==> config.mk <==
export PLATFORM = sky130hd
export DESIGN_NAME = cdb_arbiter
export DESIGN_NICKNAME = d
export VERILOG_FILES = /design/src/rtl/sys_defs.sv /design/src/rtl/rr_arbiter.sv /design/src/rtl/cdb_arbiter.sv
export SDC_FILE = /design/constraint.sdc
export NUM_CORES = 1
export LEC_CHECK = 0
export BUFFER_PORTS_ARGS = -buffer_cell sky130_fd_sc_hd__buf_2
export CORE_AREA = 2 2 81 83
export CTS_BUF_LIST = sky130_fd_sc_hd__clkbuf_8
export DETAILED_ROUTE_END_ITERATION = 8
export DIE_AREA = 0 0 83 85
export PLACE_DENSITY = 0.59
export SYNTH_ARGS = -nofsm -noshare
export SYNTH_HDL_FRONTEND = slang
export SYNTH_SLANG_ARGS = --single-unit
export TNS_END_PERCENT = 10
==> constraint.sdc <==
create_clock -name clock -period 1.3 [get_ports clock]
set_clock_uncertainty 0.1 [all_clocks]
set_input_delay 0.065 -clock clock [delete_from_list [all_inputs] [get_ports clock]]
set_output_delay 0.065 -clock clock [all_outputs]
set_load 0.05 [all_outputs]
==> src/rtl/sys_defs.sv <==
// Shared widths and the CDB packet type used by the CDB arbiter and its consumers.
package sys_defs;

    localparam int unsigned DATA_WIDTH     = 32;
    localparam int unsigned PHYS_REG_WIDTH = 6;

    typedef logic [DATA_WIDTH-1:0] DATA;

    // Bundled bus view; the arbiter still drives discrete cdb_* ports today.
    typedef struct packed {
        logic                      valid;
        logic [PHYS_REG_WIDTH-1:0] tag;
        logic                      wr_en;
        DATA                       data;
    } CDB_PACKET;

endpackage

==> src/rtl/rr_arbiter.sv <==
// Combinational rotate-priority pick: first set request at or above prio_ptr_i, wrapping to 0.
module rr_arbiter #(
    parameter int unsigned N = 4,
    localparam int unsigned PtrW = (N > 1) ? $clog2(N) : 1
) (
    input  logic [N-1:0]    req_i,
    input  logic [PtrW-1:0] prio_ptr_i,
    output logic [N-1:0]    grant_o
);

    logic found;

    always_comb begin
        grant_o = '0;
        found   = 1'b0;
        // Upper segment [ptr, N-1] has priority over the wrapped segment [0, ptr-1].
        for (int i = 0; i < int'(N); i++) begin
            if (i >= int'(prio_ptr_i) && req_i[i] && !found) begin
                grant_o[i] = 1'b1;
                found      = 1'b1;
            end
        end
        for (int i = 0; i < int'(N); i++) begin
            if (i < int'(prio_ptr_i) && req_i[i] && !found) begin
                grant_o[i] = 1'b1;
                found      = 1'b1;
            end
        end
    end

endmodule

==> src/rtl/cdb_arbiter.sv <==
// Common Data Bus arbiter: registered round-robin grant over FU results, broadcast the next cycle.
module cdb_arbiter
    import sys_defs::DATA_WIDTH;
#(
    parameter int unsigned NUM_FU         = 4,
    parameter int unsigned PHYS_REG_WIDTH = sys_defs::PHYS_REG_WIDTH
) (
    input  logic                                      clock,
    input  logic                                      reset,
    input  logic                                      clear,
    input  logic [NUM_FU-1:0]                         fu_next_valid,
    input  logic [NUM_FU-1:0][DATA_WIDTH-1:0]         fu_result,
    input  logic [NUM_FU-1:0][PHYS_REG_WIDTH-1:0]     fu_dest_tag,
    input  logic [NUM_FU-1:0]                         fu_dest_tag_wr_en,
    output logic [NUM_FU-1:0]                         fu_broadcasted,
    output logic                                      cdb_valid,
    output logic [DATA_WIDTH-1:0]                     cdb_data,
    output logic [PHYS_REG_WIDTH-1:0]                 cdb_tag,
    output logic                                      cdb_wr_en
);

    localparam int unsigned PtrW = $clog2(NUM_FU);

    logic [NUM_FU-1:0] req;
    logic [NUM_FU-1:0] grant_d, grant_q;
    logic [PtrW-1:0]   prio_ptr_d, prio_ptr_q;
    logic              bus_en;

    assign req = fu_next_valid & {NUM_FU{~clear}};

    rr_arbiter #(
        .N (NUM_FU)
    ) u_rr_arbiter (
        .req_i      (req),
        .prio_ptr_i (prio_ptr_q),
        .grant_o    (grant_d)
    );

    // Pointer moves just past the winner so it has lowest priority next round.
    always_comb begin
        prio_ptr_d = prio_ptr_q;
        for (int i = 0; i < int'(NUM_FU); i++) begin
            if (grant_d[i]) begin
                prio_ptr_d = (i == int'(NUM_FU) - 1) ? '0 : PtrW'(i + 1);
            end
        end
    end

    always_ff @(posedge clock) begin
        if (reset) begin
            grant_q    <= '0;
            prio_ptr_q <= '0;
        end else begin
            grant_q    <= grant_d;
            prio_ptr_q <= prio_ptr_d;
        end
    end

    // AND-OR mux on the one-hot grant; everything reads zero when the bus is idle.
    always_comb begin
        bus_en         = ~clear & ~reset;
        fu_broadcasted = grant_q & {NUM_FU{bus_en}};
        cdb_valid      = |fu_broadcasted;
        cdb_data       = '0;
        cdb_tag        = '0;
        cdb_wr_en      = 1'b0;
        for (int i = 0; i < int'(NUM_FU); i++) begin
            if (fu_broadcasted[i]) begin
                cdb_data  = cdb_data | fu_result[i];
                cdb_tag   = cdb_tag | fu_dest_tag[i];
                cdb_wr_en = cdb_wr_en | fu_dest_tag_wr_en[i];
            end
        end
    end

endmodule

==> impl_metrics.env <==
export IMPL_crit_required_ns=1.13
export IMPL_totalWireLength_mm=7.46
export IMPL_powerDensity_mw_per_mm2=380
export IMPL_clk_latency_ns=0.23
export IMPL_irDropWorstVdd_mv=0.461
export IMPL_ys_seq_area_share_pct=10.1
export IMPL_syn_inst=181
export IMPL_ys_ff_latch=6
export IMPL_crit_path_end_kind="primary output"
export IMPL_finalSetupViolCount=40
export IMPL_cts_clk_slew_worst_paths_ns=0.03
export IMPL_yosys_warnings=0
export IMPL_wl_per_cell_um=15.9
export IMPL_crit_type="register to primary output"
export IMPL_rsz0062_at_grt="true"
export IMPL_final_util_pct=49.8
export IMPL_num_rows=29
export IMPL_crit_family="simple AND/OR/NAND/NOR gates"
export IMPL_slowest_delay_ns=0.52
export IMPL_fmax_mhz=617
export IMPL_yosys_top_cells_area="a22oi_1 (49%), nand2_1 (13%), dfxtp_1 (10%)"
export IMPL_yosysMostFrequentCell="a22oi_1"
export IMPL_clkSinkCount=6
export IMPL_cp_cell_sequence="and2_4, buf_12, or4_4, buf_8"
export IMPL_drive_gt1_share_pct=79.0
export IMPL_cts_tree="done"
export IMPL_cts_hold_buf=0
export IMPL_clk_path_buf_depth=2
export IMPL_status="finished with violations"
export IMPL_synth_edf_count=0
export IMPL_clockRootBuffer="clkbuf_8"
export IMPL_cp_max_fo=4
export IMPL_worst_slew_pin_slew_ns=0.284
export IMPL_grt_usage_pct=18.5
export IMPL_dp_slack_ns=-0.223
export IMPL_fin_nets=556
export IMPL_viasPerCell=5.13
export IMPL_cts_max_level=1
export IMPL_synth_ff_type="dfxtp_1"
export IMPL_cp_slowest_cell="or4_4"
export IMPL_yosys_top_cells_count="a22oi_1 (78), nand2_1 (40), buf_2 (16)"
export IMPL_yosysTopAreaCell="a22oi_1"
export IMPL_syn_to_final_growth_pct=160
export IMPL_drt_pass1_iter_count=5
export IMPL_grt_pass1_wl_mm=10.9
export IMPL_hold_viol_final=0
export IMPL_die_area_mm2=0.00706
export IMPL_worst_path_buf_inv=2
export IMPL_hpwlAfterDp_mm=5.58
export IMPL_synth_nets=344
export IMPL_vias=2401
export IMPL_globalRouteOverflowTotal=0
export IMPL_min_period_ns=1.62
export IMPL_initial_core_util_pct=19.2
export IMPL_diodes=0
export IMPL_maxCapViolations=0
export IMPL_setup_slack_ns=-0.320
export IMPL_coreArea_mm2=0.00620
export IMPL_finalCritPeriodShare_pct=125
export IMPL_yosys_cell_types_count=28
export IMPL_start_kind="register"
export IMPL_grt_pass1_vias=2245
export IMPL_syn_mean_instance_area_um2=6.57
export IMPL_grt_max_degree=23
export IMPL_async_reset_ff_share_pct=0
export IMPL_final_max_slew_viol_count=0
export IMPL_cts_inserted_buffers=3
export IMPL_hold_class="input pin to register"
export IMPL_die_y_um=85
export IMPL_arrival_ns=1.46
export IMPL_antenna_found_initial=1
export IMPL_die_w_um=83
export IMPL_fin_setup_tns_ns=-6.92
export IMPL_netlist_area_leader_share_pct=49.2
export IMPL_pin_count=207
export IMPL_violations="negative setup slack"
export IMPL_routabilityCongestion=0.897
export IMPL_leakage_uw=0.00156
export IMPL_detail_route_antenna_nets=0
export IMPL_drc_errors=0
export IMPL_hold_slack_ns=0.0386
export IMPL_io_buffers=206
export IMPL_synthesis_area_mm2=0.00119
export IMPL_slew_headroom_pct=81.0
export IMPL_drtIter0Drc=80
cell type report:
class / instances / area (µm²)
inverter: 1 / 3.75
tap: 77 / 96.3
fill: 602 / 3120
sequential: 6 / 123
multi-input combinational: 153 / 1270
timing repair buffer: 228 / 1560
clock buffer: 3 / 41.3
stage by stage:
| stage | total power, µW | instance area [µm²] | instances |
|---|---|---|---|
| CTS | 1120 | 2790 | 468 |
| global placement | 775 | 2450 | 460 |
| detailed placement | 780 | 2450 | 460 |
| global route | 1240 | 3090 | 468 |
| finish | 1170 | 3090 | 468 |
| floorplan | 463 | 1250 | 181 |
path summary, 6_finish.rpt:
check	start	slack (ns)	end	cells past startpoint
worst max-delay path	grant_q[3]	-0.32	cdb_valid	4
worst min-delay path	fu_next_valid[0]	0.04	grant_q[0]	3
worst max register to register	prio_ptr_q[1]	0.07	prio_ptr_q[0]	4
worst min register to register	prio_ptr_q[1]	0.50	prio_ptr_q[1]	2
metal layers:
layer  routed length [µm]  up-vias  global-route usage, %
met5                   13        -                      0
met4                  183        2                   4.62
met3                  580       22                   3.11
met2                 3900      147                   33.3
met1                 2780     1100                   22.9
li1                     -     1130                      -
power by group:
part	total [µW]	switching, µW	internal [µW]
combinational	677	346	331
sequential	211	13.5	198
clock	285	85.6	199
total	1170	445	728
registers in the layout, summed over array words and instances (netlist names):
| name | cells |
|---|---|
| grant_q | 4 |
| prio_ptr_q | 2 |
cell families after synthesis:
family,after synthesis,share of synthesized area [%]
AND/OR/NAND/NOR,59,22.6
AO/OA/AOI/OAI,94,58.6
buffers and inverters,22,8.73
flip-flops,6,10.1
worst reg2reg max path, delay by kind of cell, from the launching register on:
family | cells | cell delay (ns)
AND/OR/NAND/NOR | 1 | 0.03
flip-flops | 1 | 0.35
AO/OA/AOI/OAI | 3 | 0.61
repair_timing:
| item | CTS | global route |
|---|---|---|
| gates resized for setup | 72 | 82 |
| setup endpoints to repair | 44 | 48 |
| gates cloned | 2 | 0 |
| pin swaps | 4 | 18 |
| buffers inserted | 3 | 0 |
cell usage in the layout, fill, tap and decap left out, types with 2 or more instances in the layout:
master,instances
nand2_2,22
clkbuf_4,3
buf_4,16
o21bai_1,2
nor2_1,3
a22oi_1,31
buf_8,5
a22oi_2,47
a31oi_1,2
dfxtp_2,2
nand2_1,18
nor2b_1,3
nand2b_1,3
buf_12,6
a21oi_1,3
and2_4,4
dfxtp_1,4
buf_2,164
o21ai_0,2
clkbuf_8,3
buf_6,33
No activity file was read; power rests on OpenSTA's default activity.
